==> src/rtl/outer_product_engine.sv <==
// Outer-product engine: loads two N-element vectors, then streams all N*N products
// A[i]*B[j] in row- or column-major order. Define OPE_SIGNED_EN for two's-complement operands.
module outer_product_engine #(
  parameter int N   = 16,
  parameter int A_W = 4,
  parameter int B_W = 4
) (
  input  logic               clk,
  input  logic               rst,
  input  logic               in_valid,
  input  logic [A_W-1:0]     in_a,
  input  logic [B_W-1:0]     in_b,
  input  logic               in_mode,
  input  logic               out_ready,
  output logic               out_valid,
  output logic [A_W+B_W-1:0] out_matrix,
  output logic               busy
);

  localparam int IDX_W = $clog2(N);
  localparam int P_W   = A_W + B_W;
  localparam logic [IDX_W-1:0] LAST = IDX_W'(N - 1);

  typedef enum logic [1:0] {IDLE, LOAD, STREAM} state_e;

  state_e           state_q, state_d;
  logic [IDX_W-1:0] load_idx_q, load_idx_d;
  logic [IDX_W-1:0] i_q, i_d, j_q, j_d;
  logic             mode_q, mode_d;
  logic             wr_en;

  logic [IDX_W-1:0] fast_idx, slow_idx, fast_nxt, slow_nxt;

  logic [A_W-1:0] a_mem [N];
  logic [B_W-1:0] b_mem [N];

  // NOTE: the vector storage carries no reset; its contents are never visible
  // until a full load has overwritten every entry, so a reset would only cost area.
  always_ff @(posedge clk) begin
    if (wr_en) begin
      a_mem[load_idx_q] <= in_a;
      b_mem[load_idx_q] <= in_b;
    end
  end

  // NOTE: state registers use non-blocking assignments so every flop samples
  // the pre-edge values of its neighbours.
  always_ff @(posedge clk or posedge rst) begin
    if (rst) begin
      state_q    <= IDLE;
      load_idx_q <= '0;
      i_q        <= '0;
      j_q        <= '0;
      mode_q     <= 1'b0;
    end else begin
      state_q    <= state_d;
      load_idx_q <= load_idx_d;
      i_q        <= i_d;
      j_q        <= j_d;
      mode_q     <= mode_d;
    end
  end

  // Mode 0 walks j fastest, mode 1 walks i fastest; map both onto fast/slow.
  always_comb begin
    fast_idx = mode_q ? i_q : j_q;
    slow_idx = mode_q ? j_q : i_q;
    fast_nxt = fast_idx + IDX_W'(1);
    slow_nxt = slow_idx;
    if (fast_idx == LAST) begin
      fast_nxt = '0;
      slow_nxt = (slow_idx == LAST) ? '0 : slow_idx + IDX_W'(1);
    end
  end

  // NOTE: every output of this block gets a default first, so no path can infer a latch.
  always_comb begin
    state_d    = state_q;
    load_idx_d = load_idx_q;
    i_d        = i_q;
    j_d        = j_q;
    mode_d     = mode_q;
    wr_en      = 1'b0;
    case (state_q)
      IDLE: begin
        if (in_valid) begin
          wr_en      = 1'b1;
          mode_d     = in_mode;
          load_idx_d = IDX_W'(1);
          state_d    = LOAD;
        end
      end
      LOAD: begin
        if (in_valid) begin
          wr_en = 1'b1;
          if (load_idx_q == LAST) begin
            load_idx_d = '0;
            state_d    = STREAM;
          end else begin
            load_idx_d = load_idx_q + IDX_W'(1);
          end
        end
      end
      STREAM: begin
        if (out_ready) begin
          i_d = mode_q ? fast_nxt : slow_nxt;
          j_d = mode_q ? slow_nxt : fast_nxt;
          if (fast_idx == LAST && slow_idx == LAST) state_d = IDLE;
        end
      end
      default: state_d = IDLE;
    endcase
  end

  logic [A_W-1:0] op_a;
  logic [B_W-1:0] op_b;
  logic [P_W-1:0] product;

  assign op_a = a_mem[i_q];
  assign op_b = b_mem[j_q];

`ifdef OPE_SIGNED_EN
  // Sign-extend to full width; the low P_W bits of the product are then sign-correct.
  assign product = {{B_W{op_a[A_W-1]}}, op_a} * {{A_W{op_b[B_W-1]}}, op_b};
`else
  assign product = {{B_W{1'b0}}, op_a} * {{A_W{1'b0}}, op_b};
`endif

  assign out_valid  = (state_q == STREAM);
  assign out_matrix = out_valid ? product : '0;
  assign busy       = (state_q != IDLE);

endmodule
==> config.mk <==
export PLATFORM = sky130hd
export DESIGN_NAME = outer_product_engine
export DESIGN_NICKNAME = d
export VERILOG_FILES = /design/src/rtl/outer_product_engine.sv
export SDC_FILE = /design/constraint.sdc
export NUM_CORES = 1
export LEC_CHECK = 0
export ABC_CLOCK_PERIOD_IN_PS = 3690
export BUFFER_PORTS_ARGS = -buffer_cell sky130_fd_sc_hd__buf_2
export CAP_MARGIN = 0
export CORE_ASPECT_RATIO = 0.8
export CORE_MARGIN = 1
export CORE_UTILIZATION = 56
export CTS_BUF_LIST = sky130_fd_sc_hd__clkbuf_16
export DETAILED_ROUTE_END_ITERATION = 16
export GPL_ROUTABILITY_DRIVEN = 0
export GPL_TIMING_DRIVEN = 1
export PLACE_DENSITY = 0.76
export SLEW_MARGIN = 25
export SYNTH_ARGS = -nofsm -noshare
export SYNTH_HDL_FRONTEND = slang
export SYNTH_SLANG_ARGS = --single-unit
==> constraint.sdc <==
create_clock -name clk -period 3.69 [get_ports clk]
set_clock_uncertainty 0.2 [all_clocks]
set_input_delay 0.1845 -clock clk [delete_from_list [all_inputs] [get_ports clk]]
set_output_delay 0.1845 -clock clk [all_outputs]
set_load 0.01 [all_outputs]
==> reports/qor.csv <==
stage,metric,value,unit
global_route,first-pass GRT wire length,22.60,mm
route,detailed-route wire length,14.97,mm
route,DR vias,3992,
power,Design Power,5.782,mW
critical_path,worst r2r dst,j_q[0]$_DFFE_PP0P_,
critical_path,r2r startpoint,i_q[0]$_DFFE_PP0P_,
synthesis,Post-synth ARST share,0.1049,
synthesis,Synth Area per Inst,16.17,um2
cells_and_area,Nets,534,
floorplanning,initial core utilization,0.5737,
global_route,grt ovf,0,
sta,Final setup viols,6,
floorplanning,I/O Pins,23,
clocking,root buf cell,clkbuf_16,
clocking,CTS max path bufs,2,
critical_path,Crit Path Class,flip-flop to primary output,
cells_and_area,area grow syn2layout,24.27,%
outcome,violated checks,setup timing,
synthesis,#FFs+latches synth,143,
global_route,initial antenna violation count,0,
power,Lkg Pwr,3.012,nW
floorplanning,Die Y,98.97,um
synthesis,primary flip-flop cell chosen by synthesis mapping,edfxtp_1,
worst_hold_path,Hold Crit Class,primary input to async pin,
sta,TNS Setup,-4.138,ns
route,Detail Route Antenna Nets,0,
critical_path,Reg2Reg Depth,8,
cells_and_area,Multi-input gate area,0.002242,mm2
critical_path,WP data required,3.31,ns
cells_and_area,share of cells above drive strength 1,0.3496,
sta,Final min period,4.614,ns
sta,final period utilization,1.251,
synthesis,Post-synth EDFFs,128,
cells_and_area,fin area,0.008180,mm2
placed_design,dpl ws,-0.5220,ns
placed_design,post-placement cell count,605,
cells_and_area,Layout Utilization,0.7130,
critical_path,Critical Path Fanout Max,5,
synthesis,yosys synthesis warning count,0,
sta,Final Hold Slack,0.1962,ns
synthesis,Cells after Synth,407,
sta,worst-margin pin slew,0.9781,ns
sta,Final Hold Fails,0,
clocking,TritonCTS buffer count,17,
floorplanning,die width,123.2,um
power,PwrDens,706.8,mW/mm2
critical_path,R2R setup slack,1.07,ns
sta,Max Slew Vio Count,0,
placed_design,buffers added on ports,22,
power,VDD IR max,0.4640,mV
critical_path,CP Capture Type,primary output,
global_route,vias in the first global route,4020,
global_route,gr usage total,0.2680,
sta,final worst slack,-0.9244,ns
placed_design,dpl cell area,0.007209,mm2
critical_path,"Data arrival, critical path",4.23,ns
critical_path,crit start category,flip-flop,
synthesis,Mapped Nets,442,
cells_and_area,Layout fillers,718,
clocking,CTS sink count,143,
cells_and_area,non-filler instance count after layout,660,
floorplanning,core footprint,0.01147,mm2
route,DRC viols,0,
placed_design,Post-DP HPWL,9.550,mm
sta,RSZ-0062 raised after global routing,yes,
floorplanning,die area,0.01219,mm2
clocking,H-tree depth,4,
cells_and_area,register area,0.004222,mm2
route,Via density,6.048,
outcome,status,finished with violations,
synthesis,Synth Cell Area,0.006583,mm2
floorplanning,num rows,35,
route,Routed WL per cell,22.68,um
global_route,largest net degree at the start of global routing,21,
synthesis,"Seq/Total Area, Yosys",0.6409,
clocking,CTS tree,done,
run,Max-Cap Viols,0,
route,1st-iter DRT viols,343,
cells_and_area,Antenna Cells,0,
clocking,Clock Pin Slew Worst Setup and Hold Paths,0.06,ns
sta,fmax,216.7,MHz
clocking,Clock Latency Late Sink,0.42,ns
sta,slew margin rel.,0.3456,
synthesis,Cell variety after synth,50,
route,Pre-antenna DRT Iters,5,
placed cells by master (no fill, tap or decap), types with 4 or more instances in the layout:
master,instances
nand2b_1,6
clkbuf_16,18
edfxtp_1,128
a221oi_2,7
buf_2,20
mux2i_1,5
nand3b_1,4
mux2_2,7
nor3_1,12
inv_1,12
buf_4,50
nor2_1,30
nand2_1,17
a21oi_1,5
nand3_1,5
mux4_1,4
and2_1,5
ha_1,15
dlygate4sd3_1,12
mux4_2,28
bufinv_16,5
buf_6,5
dfrtp_1,13
buf_12,7
nor2b_1,5
a22o_1,8
o21ai_0,10
cells in the mapped netlist, drive strengths merged, types with 6 or more instances:
cell type / number / area [um2]
edfxtp: 128 / 3844
mux4: 32 / 765.7
nor2: 31 / 116.4
ha: 18 / 225.2
nand2: 17 / 63.81
dfrtp: 15 / 375.4
inv: 15 / 56.30
nor3: 14 / 70.07
buf: 13 / 101.3
o21ai: 11 / 55.05
clkbuf: 9 / 33.78
a22o: 8 / 70.07
a221oi: 7 / 105.1
mux2: 7 / 78.83
nor2b: 7 / 43.79
a21oi: 6 / 30.03
and2: 6 / 37.54
nand2b: 6 / 37.54
nand3: 6 / 30.03
final cells by class:
class,instances,share of cell area
flip-flops and latches,143,0.5161
multi-input cells,227,0.2741
repair buffers,95,0.09988
clock buffers,17,0.05200
clock inverters,15,0.02845
well taps,148,0.02264
inverters,15,0.006883
state kept, by name, summed over array words and instances, names as in the netlist:
signal / flops
load_idx_q: 4
mode_q: 1
i_q: 4
a_mem: 64
state_q: 2
b_mem: 64
j_q: 4
critical path: stages (launching register included):
cell	delay [ns]
dfrtp_2	0.47
clkbuf_16	0.18
mux4_2	0.35
a22o_1	0.17
a221oi_2	0.06
or2_1	0.27
fa_1	0.58
inv_2	0.05
fa_1	0.56
buf_4	0.11
inv_2	0.03
fa_2	0.36
nor2b_4	0.15
o21ai_2	0.08
a21boi_1	0.17
nor3_2	0.06
buf_2	0.16
layer usage:
layer	vias up	global-route usage	wire length [um]
li1	1786	-	-
met3	33	0.06134	1023
met2	172	0.4018	7290
met4	0	0.1399	411
met1	2001	0.3691	6242
met5	-	0	0
cell families (layout without fill, tap and decap cells):
family	Yosys count	after routing	synth area share
adder cells (fa/ha/maj)	22	22	0.04638
XOR/XNOR	3	3	0.003992
AND/OR/NAND/NOR	106	106	0.08059
buffers and inverters	37	142	0.02908
AO/OA/AOI/OAI	52	52	0.06311
flip-flops	143	143	0.6409
multiplexers	44	44	0.1359
worst max path at each step:
| stage | startpoint | to | slack [ns] | cells past startpoint |
|---|---|---|---|---|
| global placement | i_q[0]$_DFFE_PP0P_ | out_matrix[7] | -0.43 | 14 |
| detailed placement | i_q[0]$_DFFE_PP0P_ | out_matrix[7] | -0.52 | 14 |
| finish | i_q[0]$_DFFE_PP0P_ | out_matrix[6] | -0.92 | 16 |
| global route | i_q[0]$_DFFE_PP0P_ | out_matrix[7] | -1.08 | 14 |
| CTS | j_q[0]$_DFFE_PP0P_ | out_matrix[7] | -0.93 | 14 |
| floorplan | j_q[0]$_DFFE_PP0P_ | out_matrix[7] | -0.25 | 13 |
timing repair:
action	in CTS	in global routing
hold buffers	12	0
resized for setup	26	11
buffers inserted	12	3
pin swaps	20	12
setup endpoints to repair	6	6
endpoints found under the hold margin	149	0
cloned	2	0
power breakdown:
part	leakage, nW	total (mW)	switching (mW)	internal [mW]
clock	0.318	1.89	0.675	1.21
sequential	1.35	2.07	0.122	1.95
combinational	1.35	1.83	0.890	0.938
Note: power is estimated with default switching activity, not from simulation.
